==> config.mk <==
export PLATFORM = sky130hd
export DESIGN_NAME = vga_timing_gen_flat
export DESIGN_NICKNAME = d
export VERILOG_FILES = /design/src/rtl/vga_timing_gen_pkg.sv /design/src/rtl/vga_timing_gen_if.sv /design/src/rtl/vga_timing_delay.sv /design/src/rtl/vga_timing_gen.sv /design/src/flat_wrapper.sv
export SDC_FILE = /design/constraint.sdc
export NUM_CORES = 1
export LEC_CHECK = 0
export BUFFER_PORTS_ARGS = -buffer_cell sky130_fd_sc_hd__buf_2
export CAP_MARGIN = 25
export CORE_UTILIZATION = 45
export CTS_BUF_LIST = sky130_fd_sc_hd__clkbuf_8
export DETAILED_ROUTE_END_ITERATION = 8
export PLACE_DENSITY = 0.76
export SKIP_CTS_REPAIR_TIMING = 1
export SLEW_MARGIN = 20
export SYNTH_ARGS = -nofsm -noshare
export SYNTH_HDL_FRONTEND = slang
export SYNTH_SLANG_ARGS = --single-unit
==> constraint.sdc <==
create_clock -name clk_i -period 3.15 [get_ports clk_i]
set_clock_uncertainty 0.15 [all_clocks]
set_input_delay 0.63 -clock clk_i [delete_from_list [all_inputs] [get_ports clk_i]]
set_output_delay 0.63 -clock clk_i [all_outputs]
set_load 0.03 [all_outputs]
==> src/rtl/vga_timing_gen_pkg.sv <==
`default_nettype none
// ============================================================================
//  Module   : vga_timing_gen_pkg
//  Purpose  : Shared definitions for the parametrised VGA/DVI raster timing
//             generator. This package provides:
//               - the standard mode constants (640x480@60, 800x600@60,
//                 1024x768@60);
//               - the sync polarity encodings;
//               - the bundle of level signals that travels through the
//                 output delay pipeline;
//               - a helper that sums one axis of a timing mode.
//  Ports    : none (package)
//  Config   : VGA_TIMING_FRAME_CNT_EN adds the vblank field to the
//             delayed bundle.
//  Revision : 1.0  initial release
// ============================================================================
package vga_timing_gen_pkg;

  // Sync polarity encodings (value of the sync pin while sync is active)
  localparam int POL_ACTIVE_LOW  = 0;
  localparam int POL_ACTIVE_HIGH = 1;

  // 640x480 @ 60 Hz, 25.175 MHz pixel clock (default mode)
  localparam int M640_H_ACTIVE = 640;
  localparam int M640_H_FP     = 16;
  localparam int M640_H_SYNC   = 96;
  localparam int M640_H_BP     = 48;
  localparam int M640_V_ACTIVE = 480;
  localparam int M640_V_FP     = 10;
  localparam int M640_V_SYNC   = 2;
  localparam int M640_V_BP     = 33;
  localparam int M640_HS_POL   = POL_ACTIVE_LOW;
  localparam int M640_VS_POL   = POL_ACTIVE_LOW;

  // 800x600 @ 60 Hz, 40 MHz pixel clock
  localparam int M800_H_ACTIVE = 800;
  localparam int M800_H_FP     = 40;
  localparam int M800_H_SYNC   = 128;
  localparam int M800_H_BP     = 88;
  localparam int M800_V_ACTIVE = 600;
  localparam int M800_V_FP     = 1;
  localparam int M800_V_SYNC   = 4;
  localparam int M800_V_BP     = 23;
  localparam int M800_HS_POL   = POL_ACTIVE_HIGH;
  localparam int M800_VS_POL   = POL_ACTIVE_HIGH;

  // 1024x768 @ 60 Hz, 65 MHz pixel clock (needs CNT_W >= 11)
  localparam int M1024_H_ACTIVE = 1024;
  localparam int M1024_H_FP     = 24;
  localparam int M1024_H_SYNC   = 136;
  localparam int M1024_H_BP     = 160;
  localparam int M1024_V_ACTIVE = 768;
  localparam int M1024_V_FP     = 3;
  localparam int M1024_V_SYNC   = 6;
  localparam int M1024_V_BP     = 29;
  localparam int M1024_HS_POL   = POL_ACTIVE_LOW;
  localparam int M1024_VS_POL   = POL_ACTIVE_LOW;

  // Level signals delayed together to line up with framebuffer read data
  typedef struct packed {
    logic hs;
    logic vs;
    logic de;
`ifdef VGA_TIMING_FRAME_CNT_EN
    logic vblank;
`endif
  } sync_bundle_t;

  // Total length of one axis (sync + back porch + active + front porch)
  function automatic int axis_total(input int sync_w, input int bp,
                                    input int active, input int fp);
    return sync_w + bp + active + fp;
  endfunction

endpackage
`default_nettype wire

==> src/rtl/vga_timing_gen_if.sv <==
`default_nettype none
// ============================================================================
//  Module   : vga_timing_gen_if
//  Purpose  : Pixel-side signal bundle of the VGA timing generator.
//             The master modport is used by the generator and the slave
//             modport by the consumer (pins / framebuffer reader).
//  Signals  : pix_en_i      pixel step enable (into the generator)
//             vga_hs_o      hsync, delayed
//             vga_vs_o      vsync, delayed
//             envalid_o     active-video enable, delayed
//             pos_x/pos_y   active-area coordinate, CNT_W bits
//             line_start_o  1-clk pulse at line start
//             frame_start_o 1-clk pulse at frame start
//             frame_cnt_o   16-bit frame counter   (VGA_TIMING_FRAME_CNT_EN)
//             vblank_o      vertical blanking flag (VGA_TIMING_FRAME_CNT_EN)
//  Revision : 1.0  initial release
// ============================================================================
interface vga_timing_gen_if #(
  parameter int CNT_W = 10
);
  logic             pix_en_i;
  logic             vga_hs_o;
  logic             vga_vs_o;
  logic             envalid_o;
  logic [CNT_W-1:0] pos_x;
  logic [CNT_W-1:0] pos_y;
  logic             line_start_o;
  logic             frame_start_o;
`ifdef VGA_TIMING_FRAME_CNT_EN
  logic [15:0]      frame_cnt_o;
  logic             vblank_o;

  modport master (
    input  pix_en_i,
    output vga_hs_o, vga_vs_o, envalid_o, pos_x, pos_y,
           line_start_o, frame_start_o, frame_cnt_o, vblank_o
  );
  modport slave (
    output pix_en_i,
    input  vga_hs_o, vga_vs_o, envalid_o, pos_x, pos_y,
           line_start_o, frame_start_o, frame_cnt_o, vblank_o
  );
`else
  modport master (
    input  pix_en_i,
    output vga_hs_o, vga_vs_o, envalid_o, pos_x, pos_y,
           line_start_o, frame_start_o
  );
  modport slave (
    output pix_en_i,
    input  vga_hs_o, vga_vs_o, envalid_o, pos_x, pos_y,
           line_start_o, frame_start_o
  );
`endif
endinterface
`default_nettype wire

==> src/rtl/vga_timing_delay.sv <==
`default_nettype none
// ============================================================================
//  Module   : vga_timing_delay
//  Purpose  : WIDTH x DELAY shift register that advances only when en = 1.
//             All stages load rst_val on asynchronous reset. When DELAY is 0
//             the module is a pure wire.
//  Ports    : clk      clock
//             rst      asynchronous active-high reset
//             en       shift enable (pixel step)
//             rst_val  value loaded into every stage on reset
//             din      pipeline input
//             dout     pipeline output, DELAY enabled steps after din
//  Revision : 1.0  initial release
// ============================================================================
module vga_timing_delay #(
  parameter int WIDTH = 3,
  parameter int DELAY = 1
) (
  input  logic             clk,
  input  logic             rst,
  input  logic             en,
  input  logic [WIDTH-1:0] rst_val,
  input  logic [WIDTH-1:0] din,
  output logic [WIDTH-1:0] dout
);

  generate
    if (DELAY == 0) begin : g_bypass
      // Clock, reset and enable have no use in the zero-latency build.
      logic unused_inputs;
      assign unused_inputs = &{1'b0, clk, rst, en, rst_val};
      assign dout = din;
    end else begin : g_shift
      logic [WIDTH-1:0] stage [DELAY];

      always_ff @(posedge clk or posedge rst) begin
        if (rst) begin
          for (int i = 0; i < DELAY; i++) begin
            stage[i] <= rst_val;
          end
        end else if (en) begin
          stage[0] <= din;
          for (int i = 1; i < DELAY; i++) begin
            stage[i] <= stage[i-1];
          end
        end
      end

      assign dout = stage[DELAY-1];
    end
  endgenerate

endmodule
`default_nettype wire

==> src/rtl/vga_timing_gen.sv <==
`default_nettype none
// ============================================================================
//  Module   : vga_timing_gen
//  Purpose  : Parametrised VGA/DVI raster timing generator. The line order
//             from count 0 is: sync, back porch, active, front porch.
//             The counters advance on each clock with pix_en_i = 1.
//             Stage 0 registers the coordinates, the start pulses and the
//             decoded sync/enable levels. The levels then pass through DELAY
//             further pixel-qualified stages, which cover framebuffer read
//             latency.
//  Ports    : clk_i     clock
//             reset_i   asynchronous active-high reset
//             vif       vga_timing_gen_if.master (pix_en_i in, raster out)
//  Config   : VGA_TIMING_FRAME_CNT_EN adds frame_cnt_o and vblank_o.
//  Revision : 1.0  initial release
// ============================================================================
module vga_timing_gen
  import vga_timing_gen_pkg::*;
#(
  parameter int H_ACTIVE = M640_H_ACTIVE,
  parameter int H_FP     = M640_H_FP,
  parameter int H_SYNC   = M640_H_SYNC,
  parameter int H_BP     = M640_H_BP,
  parameter int V_ACTIVE = M640_V_ACTIVE,
  parameter int V_FP     = M640_V_FP,
  parameter int V_SYNC   = M640_V_SYNC,
  parameter int V_BP     = M640_V_BP,
  parameter int HS_POL   = M640_HS_POL,
  parameter int VS_POL   = M640_VS_POL,
  parameter int CNT_W    = 10,
  parameter int DELAY    = 1
) (
  input  logic               clk_i,
  input  logic               reset_i,
  vga_timing_gen_if.master   vif
);

  localparam int H_TOTAL = axis_total(H_SYNC, H_BP, H_ACTIVE, H_FP);
  localparam int V_TOTAL = axis_total(V_SYNC, V_BP, V_ACTIVE, V_FP);
  localparam int H_START = H_SYNC + H_BP;
  localparam int V_START = V_SYNC + V_BP;

  // Elaboration-time parameter checks
  generate
    if (H_ACTIVE < 1 || H_FP < 1 || H_SYNC < 1 || H_BP < 1 ||
        V_ACTIVE < 1 || V_FP < 1 || V_SYNC < 1 || V_BP < 1) begin : g_err_zero
      $error("vga_timing_gen: every porch, sync and active length must be >= 1");
    end
    if (CNT_W < 1 || CNT_W > 30 ||
        (H_TOTAL - 1) > ((2 ** CNT_W) - 1) ||
        (V_TOTAL - 1) > ((2 ** CNT_W) - 1)) begin : g_err_width
      $error("vga_timing_gen: CNT_W too narrow for H_TOTAL/V_TOTAL");
    end
    if (DELAY < 0 || DELAY > 4) begin : g_err_delay
      $error("vga_timing_gen: DELAY must be in 0..4");
    end
  endgenerate

  // Counter-width copies of the timing boundaries. Every boundary value is
  // at most TOTAL-1, because the front porch is at least 1, so none of them
  // is truncated.
  localparam logic [CNT_W-1:0] ONE     = CNT_W'(1);
  localparam logic [CNT_W-1:0] H_LAST  = CNT_W'(H_TOTAL - 1);
  localparam logic [CNT_W-1:0] V_LAST  = CNT_W'(V_TOTAL - 1);
  localparam logic [CNT_W-1:0] H_SYN_E = CNT_W'(H_SYNC);
  localparam logic [CNT_W-1:0] V_SYN_E = CNT_W'(V_SYNC);
  localparam logic [CNT_W-1:0] H_ACT_S = CNT_W'(H_START);
  localparam logic [CNT_W-1:0] V_ACT_S = CNT_W'(V_START);
  localparam logic [CNT_W-1:0] H_ACT_E = CNT_W'(H_START + H_ACTIVE);
  localparam logic [CNT_W-1:0] V_ACT_E = CNT_W'(V_START + V_ACTIVE);
  localparam logic             HS_ON   = (HS_POL != 0);
  localparam logic             VS_ON   = (VS_POL != 0);

  logic             pix_en;
  logic [CNT_W-1:0] h_cnt;
  logic [CNT_W-1:0] v_cnt;

  assign pix_en = vif.pix_en_i;

  // --------------------------------------------------------------------------
  // Raster counters
  // --------------------------------------------------------------------------
  always_ff @(posedge clk_i or posedge reset_i) begin
    if (reset_i) begin
      h_cnt <= '0;
      v_cnt <= '0;
    end else if (pix_en) begin
      if (h_cnt == H_LAST) begin
        h_cnt <= '0;
        if (v_cnt == V_LAST) begin
          v_cnt <= '0;
        end else begin
          v_cnt <= v_cnt + ONE;
        end
      end else begin
        h_cnt <= h_cnt + ONE;
      end
    end
  end

  // --------------------------------------------------------------------------
  // Decode of the current counter state
  // --------------------------------------------------------------------------
  logic         h_sync_act;
  logic         v_sync_act;
  logic         h_act;
  logic         v_act;
  logic         line_hit;
  logic         frame_hit;
  sync_bundle_t sync_dec;
  sync_bundle_t sync_rst;

  assign h_sync_act = (h_cnt < H_SYN_E);
  assign v_sync_act = (v_cnt < V_SYN_E);
  assign h_act      = (h_cnt >= H_ACT_S) && (h_cnt < H_ACT_E);
  assign v_act      = (v_cnt >= V_ACT_S) && (v_cnt < V_ACT_E);
  assign line_hit   = (h_cnt == '0);
  assign frame_hit  = (h_cnt == '0) && (v_cnt == '0);

  always_comb begin
    sync_dec    = '0;
    sync_dec.hs = h_sync_act ? HS_ON : ~HS_ON;
    sync_dec.vs = v_sync_act ? VS_ON : ~VS_ON;
    sync_dec.de = h_act && v_act;
`ifdef VGA_TIMING_FRAME_CNT_EN
    sync_dec.vblank = ~v_act;
`endif
  end

  // Idle levels: sync inactive, no video, blanking
  always_comb begin
    sync_rst    = '0;
    sync_rst.hs = ~HS_ON;
    sync_rst.vs = ~VS_ON;
    sync_rst.de = 1'b0;
`ifdef VGA_TIMING_FRAME_CNT_EN
    sync_rst.vblank = 1'b1;
`endif
  end

  // --------------------------------------------------------------------------
  // Stage 0: coordinates, pulses and decoded levels, one step after the state
  // --------------------------------------------------------------------------
  logic [CNT_W-1:0] pos_x_q;
  logic [CNT_W-1:0] pos_y_q;
  logic             line_start_q;
  logic             frame_start_q;
  sync_bundle_t     sync_s0;

  always_ff @(posedge clk_i or posedge reset_i) begin
    if (reset_i) begin
      pos_x_q       <= '0;
      pos_y_q       <= '0;
      line_start_q  <= 1'b0;
      frame_start_q <= 1'b0;
      sync_s0       <= sync_rst;
    end else begin
      // Pulses are only ever one clock wide, even when pix_en is sparse.
      line_start_q  <= pix_en && line_hit;
      frame_start_q <= pix_en && frame_hit;
      if (pix_en) begin
        sync_s0 <= sync_dec;
        if (h_act && v_act) begin
          pos_x_q <= h_cnt - H_ACT_S;
          pos_y_q <= v_cnt - V_ACT_S;
        end else begin
          pos_x_q <= '0;
          pos_y_q <= '0;
        end
      end
    end
  end

  // --------------------------------------------------------------------------
  // Level delay pipeline
  // --------------------------------------------------------------------------
  sync_bundle_t sync_out;

  vga_timing_delay #(
    .WIDTH ($bits(sync_bundle_t)),
    .DELAY (DELAY)
  ) u_delay (
    .clk     (clk_i),
    .rst     (reset_i),
    .en      (pix_en),
    .rst_val (sync_rst),
    .din     (sync_s0),
    .dout    (sync_out)
  );

  assign vif.vga_hs_o      = sync_out.hs;
  assign vif.vga_vs_o      = sync_out.vs;
  assign vif.envalid_o     = sync_out.de;
  assign vif.pos_x         = pos_x_q;
  assign vif.pos_y         = pos_y_q;
  assign vif.line_start_o  = line_start_q;
  assign vif.frame_start_o = frame_start_q;

`ifdef VGA_TIMING_FRAME_CNT_EN
  // --------------------------------------------------------------------------
  // Frame counter: updates together with frame_start_o
  // --------------------------------------------------------------------------
  logic [15:0] frame_cnt_q;

  always_ff @(posedge clk_i or posedge reset_i) begin
    if (reset_i) begin
      frame_cnt_q <= '0;
    end else if (pix_en && frame_hit) begin
      frame_cnt_q <= frame_cnt_q + 16'd1;
    end
  end

  assign vif.frame_cnt_o = frame_cnt_q;
  assign vif.vblank_o    = sync_out.vblank;
`endif

endmodule
`default_nettype wire

==> src/flat_wrapper.sv <==
// flat-port wrapper written by rule: the top's interface ports become plain ports
module vga_timing_gen_flat import vga_timing_gen_pkg::*;
#(
  parameter int H_ACTIVE = M640_H_ACTIVE,
  parameter int H_FP     = M640_H_FP,
  parameter int H_SYNC   = M640_H_SYNC,
  parameter int H_BP     = M640_H_BP,
  parameter int V_ACTIVE = M640_V_ACTIVE,
  parameter int V_FP     = M640_V_FP,
  parameter int V_SYNC   = M640_V_SYNC,
  parameter int V_BP     = M640_V_BP,
  parameter int HS_POL   = M640_HS_POL,
  parameter int VS_POL   = M640_VS_POL,
  parameter int CNT_W    = 10,
  parameter int DELAY    = 1
)
  (clk_i, reset_i, vif_pix_en_i, vif_vga_hs_o, vif_vga_vs_o, vif_envalid_o, vif_pos_x, vif_pos_y, vif_line_start_o, vif_frame_start_o);
  vga_timing_gen_if #(.CNT_W(CNT_W)) vif_i ();
  input  logic clk_i;
  input  logic reset_i;
  input wire logic [$bits(vif_i.pix_en_i)-1:0] vif_pix_en_i;
  output wire logic [$bits(vif_i.vga_hs_o)-1:0] vif_vga_hs_o;
  output wire logic [$bits(vif_i.vga_vs_o)-1:0] vif_vga_vs_o;
  output wire logic [$bits(vif_i.envalid_o)-1:0] vif_envalid_o;
  output wire logic [$bits(vif_i.pos_x)-1:0] vif_pos_x;
  output wire logic [$bits(vif_i.pos_y)-1:0] vif_pos_y;
  output wire logic [$bits(vif_i.line_start_o)-1:0] vif_line_start_o;
  output wire logic [$bits(vif_i.frame_start_o)-1:0] vif_frame_start_o;
  assign vif_i.pix_en_i = vif_pix_en_i;
  assign vif_vga_hs_o = vif_i.vga_hs_o;
  assign vif_vga_vs_o = vif_i.vga_vs_o;
  assign vif_envalid_o = vif_i.envalid_o;
  assign vif_pos_x = vif_i.pos_x;
  assign vif_pos_y = vif_i.pos_y;
  assign vif_line_start_o = vif_i.line_start_o;
  assign vif_frame_start_o = vif_i.frame_start_o;
  vga_timing_gen #(.H_ACTIVE(H_ACTIVE), .H_FP(H_FP), .H_SYNC(H_SYNC), .H_BP(H_BP), .V_ACTIVE(V_ACTIVE), .V_FP(V_FP), .V_SYNC(V_SYNC), .V_BP(V_BP), .HS_POL(HS_POL), .VS_POL(VS_POL), .CNT_W(CNT_W), .DELAY(DELAY)) u_core (.clk_i(clk_i), .reset_i(reset_i), .vif(vif_i));
endmodule
==> impl_metrics.toml, run 1 <==
[critical_path]
critPathArrivalTime_ns = 2.52
cp_cell_sequence = "ha_1, o41ai_1, a221o_1, buf_4, o32ai_1"
crit_path_max_fanout = 11
cp-end-kind = "flop"
critical_path_class = "reg2reg"
path_delay_family = "compound AO/OA/AOI/OAI gates"
path_buf_inv = 1
cpPeakStageDelay_ns = 0.53
ff2ff_setup_slack_ns = 0.64
cp.required_ns = 3.16
startpoint_type = "flop"
cp_slowest_cell = "o41ai_1"

[cts]
clock_path_buffers = 2
cts_tree = "done"
h-tree-depth = 2
cts_root_buffer = "clkbuf_8"
clkLatencyLatePin_ns = 0.31
cts_buffers = 5
clock-sinks = 48
clkTransAtPathRegs_ns = 0.09

[timing]
hold_viol_final = 0
post-route-period-util_pct = 79.7
relSlewSlack_pct = 46.8
fin_crit_ns = 2.51
tightest_slew_ns = 0.797
fmax_ghz = 0.398
slew_viol_final = 0
rsz0062_at_grt = "no"
setup_tns_ns = 0
setup_viol = 0

[synthesis]
async_reset_ff_share_pct = 100
synth_cell_type_count = 45
yosysWarnings = 0
netlist_area_mm2 = 0.00252
ys.flop_type = "dfrtp_1"
synth_edf_count = 0
ys_ff_latch = 48
synth_area_per_cell_um2 = 10.2
ys_seq_area_share_pct = 47.9
synth_nets = 258
syn_inst = 247

[floorplan]
die-area_mm2 = 0.00590
fp-row-count = 26
core_mm2 = 0.00524
dieWidth_um = 76.8
start_util_pct = 48.1
die_h_um = 76.8
pin_count = 28

[global_route]
grt_max_degree = 49
grt_pass1_vias = 1674
antenna_found_initial = 0
grt_usage_pct = 17.6
grt_pass1_wl_um = 8180
overflow = 0

[route]
drt_iter0_drc = 141
dr.pass1.iters = 5
wire_per_inst_um = 14.5
ant_nets = 0
avgViaCountPerCell = 5.44
vias = 1806
wl_um = 4810
drc = 0

[final_layout]
area_delta_synth_final_pct = 8.94
multi_input_area_mm2 = 0.00107
final_area_mm2 = 0.00275
antenna_cells = 0
final_cells = 332
fill_cells = 454
drive_above_1_share_pct = 19.8
nets = 272
layout_common_cells = "dfrtp_1 (44), inv_1 (33), buf_2 (27)"
regArea_mm2 = 0.00121
layout.cells.most_common = "dfrtp_1"

[power]
p_clk_share_pct = 27.1
power_density_mw_per_mm2 = 521
p_total_mw = 1.43
power.leakage_nw = 1.24
intPower_mw = 0.983
p_seq_share_pct = 52.6
combPwrFrac_pct = 20.2
swShare_pct = 31.3
power_switching_mw = 0.448
peakVddDrop_v = 0.000306

[place]
numPlacedInstances = 324
port_buffers = 27
placed_area_mm2 = 0.00265
hpwl_um = 3290
gp_congestion = 0.830

[run_status]
status = "finished clean"

[flow_run]
maxCapViolCount = 0

[min_path]
hold_path.class = "in2async"
flip-flops by register name, summed over array words and instances, names as in the netlist:
name and count:
u_core.u_delay.dout 3, u_core.h_cnt 10, u_core.vif.frame_start_o 1, u_core.sync_s0 3, u_core.v_cnt 10, u_core.vif.pos_y 10, u_core.vif.line_start_o 1, u_core.vif.pos_x 10
logic make-up after synthesis:
group	count (synthesis)	share of synthesized area [%]
mux	4	1.74
buf+inv	56	9.48
xor+xnor	23	7.99
compound gates	46	15.0
flops	48	47.9
simple gates	62	14.0
fa+ha+maj	8	3.97
worst reg2reg max path, stage by stage, from the launching register on:
cell and delay [ns]:
dfrtp_1 0.45, ha_1 0.34, o41ai_1 0.53, a221o_1 0.52, buf_4 0.27, o32ai_1 0.11
metrics by stage:
| step | setup WS [ns] | utilization (%) | hold WS (ns) |
|---|---|---|---|
| floorplan | 1.07 | - | 0.315 |
| global placement | 0.758 | 50.5 | 0.329 |
| detailed placement | 0.678 | 50.5 | 0.333 |
| CTS | 0.656 | 52.4 | 0.342 |
| global route | 0.424 | 52.4 | 0.364 |
| finish | 0.640 | 52.4 | 0.293 |
worst paths after layout:
kind / start / endpoint / depth (start not counted)
worst max-delay path: u_core.v_cnt[0]$_DFFE_PP0P_ / u_core.vif.pos_y[6]$_DFFE_PP0P_ / 5
worst min-delay path: reset_i / u_core.vif.pos_x[4]$_DFFE_PP0P_ / 2
worst min register to register: u_core.sync_s0[2]$_DFFE_PP1P_ / u_core.sync_s0[2]$_DFFE_PP1P_ / 2
worst max register to register: u_core.v_cnt[0]$_DFFE_PP0P_ / u_core.vif.pos_y[6]$_DFFE_PP0P_ / 5
max in group asynchronous: reset_i / u_core.h_cnt[8]$_DFFE_PP0P_ / 2
min in group clk_i: u_core.sync_s0[2]$_DFFE_PP1P_ / u_core.sync_s0[2]$_DFFE_PP1P_ / 2
synth_stat cells (2+ instances only):
cell	n	area share [%]
and4_1	3	1.0
buf_6	2	0.89
a21oi_1	5	0.99
nor4_1	2	0.50
dfstp_2	4	4.2
o21ai_0	7	1.4
a31oi_1	2	0.50
buf_4	2	0.60
o21ba_2	2	0.79
ha_1	8	4.0
nand4_1	6	1.5
dfrtp_1	44	44
inv_1	34	5.1
xor2_1	5	1.7
nor3_1	5	0.99
nand2_1	13	1.9
nand3_1	7	1.4
mux2_2	3	1.3
buf_2	5	0.99
xnor2_1	18	6.3
clkbuf_1	13	1.9
o32ai_1	19	6.6
and3_1	5	1.2
nor2_1	12	1.8
cell type report:
| class | instances | area share, % |
|---|---|---|
| Sequential cell | 48 | 43.9 |
| Multi-Input combinational cell | 143 | 39.2 |
| Timing Repair Buffer | 29 | 5.47 |
| Inverter | 34 | 4.69 |
| Tap cell | 70 | 3.19 |
| Clock buffer | 6 | 3.01 |
| Clock inverter | 2 | 0.547 |
power groups by stage:
stage | registers (mW) | logic, mW | clock network [mW]
after floorplan | 0.732 | 0.265 | 0
after global placement | 0.760 | 0.286 | 0
after detailed placement | 0.761 | 0.291 | 0
after CTS | 0.751 | 0.292 | 0.400
after global routing | 0.760 | 0.337 | 0.422
final | 0.753 | 0.290 | 0.388
per-layer routing:
| layer | up-vias | share of wire, % | GRT usage [%] |
|---|---|---|---|
| met5 | - | 0 | 0 |
| met4 | 0 | 1.9 | 6.92 |
| met3 | 11 | 5.0 | 4.52 |
| met2 | 41 | 44 | 24.4 |
| met1 | 874 | 49 | 26.1 |
| li1 | 880 | - | - |
Power figures use the tool's default switching activity.
==> run 2, diff against run 1 <==
PLACE_DENSITY = 0.78   (was 0.76)
clock period = 2.2 ns   (was 3.15 ns; I/O delays follow)
==> run 2 against run 1 <==
Compared with the run above: register-to-register slack worse by 0.54 ns; maximum frequency is 20% higher; critical path depth is 2 higher; sequential power rose by 41%; clock-buffer cell count decreased by 1; highest routed layer unchanged; die area unchanged; sequential share of layout area fell by 1.8 points; clock power rose by 37%; power rose by 45%.
==> impl_metrics.toml, run 2 (synthesis gave the netlist of run 1 again) <==
[cts]
cts_root_buffer = "clkbuf_8"
h-tree-depth = 2
clock_path_buffers = 2
clkLatencyLatePin_ns = 0.31
cts_buffers = 5
cts_tree = "done"
clkTransAtPathRegs_ns = 0.09
clock-sinks = 48

[power]
peakVddDrop_v = 0.000449
power_density_mw_per_mm2 = 725
power.leakage_nw = 1.33
p_total_mw = 2.08

[timing]
post-route-period-util_pct = 95.4
rsz0062_at_grt = "yes"
fin_crit_ns = 2.10
setup_viol = 0
slew_viol_final = 0
fin_ws_ns = 0.102
relSlewSlack_pct = 60.1
fmax_ghz = 0.477
hold_viol_final = 0
holdWs_ns = 0.128
setup_tns_ns = 0
tightest_slew_ns = 0.599

[final_layout]
drive_above_1_share_pct = 24.7
fill_cells = 457
regArea_mm2 = 0.00121
area_delta_synth_final_pct = 13.7
layout.cells.most_common = "dfrtp_1"
antenna_cells = 0
final_cells = 349
nets = 289
multi_input_area_mm2 = 0.00107
layout_common_cells = "dfrtp_1 (44), inv_1 (33), buf_2 (27)"

[floorplan]
pin_count = 28
dieWidth_um = 76.8
start_util_pct = 48.1
core_mm2 = 0.00524
die-area_mm2 = 0.00590
die_h_um = 76.8
fp-row-count = 26

[place]
port_buffers = 27
pre_cts_ws_ns = 0.117
numPlacedInstances = 340
hpwl_um = 3410
gp_congestion = 0.805

[critical_path]
startpoint = "u_core.h_cnt[0]$_DFFE_PP0P_"
path_delay_family = "compound AO/OA/AOI/OAI gates"
crit_path_max_fanout = 10
critical_path_class = "reg2reg"
startpoint_type = "flop"
cp.required_ns = 2.25
cp_cell_sequence = "inv_1, ha_1, nor4b_2, nand3_1, a221o_1, buf_4, o32ai_1"
reg2reg_from = "u_core.h_cnt[0]$_DFFE_PP0P_"
cpPeakStageDelay_ns = 0.42
cp-end-kind = "flop"
path_buf_inv = 2
cp_slowest_cell = "dfrtp_1"
critPathArrivalTime_ns = 2.15

[global_route]
grt_usage_pct = 17.9
overflow = 0
antenna_found_initial = 0
grt_max_degree = 49
grt_pass1_wl_um = 8270
grt_pass1_vias = 1747

[route]
avgViaCountPerCell = 5.25
wire_per_inst_um = 13.9
ant_nets = 0
wl_um = 4860
drt_iter0_drc = 112
dr.pass1.iters = 5
vias = 1831
drc = 0

[min_path]
hold_path.class = "in2async"

[flow_run]
maxCapViolCount = 0

[run_status]
status = "finished clean"
## run 2: changes by cell type in the layout (fill, tap and decap cells not counted)
cell and change:
buf_4 +17, clkbuf_8 -1, clkinv_4 +1, clkinvlp_4 -2
inv_2 +1, inv_6 +1
## run 2: final timing paths
kind	end	slack [ns]	depth (start not counted)
hold reg to reg	u_core.sync_s0[1]$_DFFE_PP1P_	0.34	2
max in group asynchronous	u_core.v_cnt[5]$_DFFE_PP0P_	1.36	3
setup / recovery	u_core.vif.pos_x[6]$_DFFE_PP0P_	0.10	7
hold / removal	u_core.vif.pos_x[7]$_DFFE_PP0P_	0.13	3
setup reg to reg	u_core.vif.pos_x[6]$_DFFE_PP0P_	0.10	7
min in group clk_i	u_core.sync_s0[2]$_DFFE_PP1P_	0.30	3
## run 2: metrics by stage
stage               util [%]  area [um2]
detailed placement      52.8        2770
global placement        52.8        2770
CTS                     54.6        2860
floorplan                  -        2520
global route            54.7        2870
finish                  54.7        2870
## run 2: power breakdown
part	switching [mW]	internal [mW]
registers	0.104	0.959
logic	0.256	0.228
clock network	0.304	0.228
## run 2: tightest hold or removal path, stage by stage
cell and delay, ns:
buf_2 0.10, inv_2 0.03, buf_4 0.48
## run 2: layout make-up
| class | count | share of cell area (%) |
|---|---|---|
| Timing Repair Buffer | 46 | 9.69 |
| Inverter | 34 | 4.45 |
| Clock inverter | 3 | 0.786 |
| Sequential cell | 48 | 42.1 |
| Multi-Input combinational cell | 143 | 37.5 |
| Clock buffer | 5 | 2.40 |
| Tap cell | 70 | 3.06 |
## run 2: layer usage
metal  global-route usage, %  up-vias  share of wire [%]
met2                    26.9       50                 45
met3                    3.33       11                5.0
met1                    24.6      852                 48
met4                    8.85        0                2.0
li1                        -      918                  -
met5                       0        -                  0
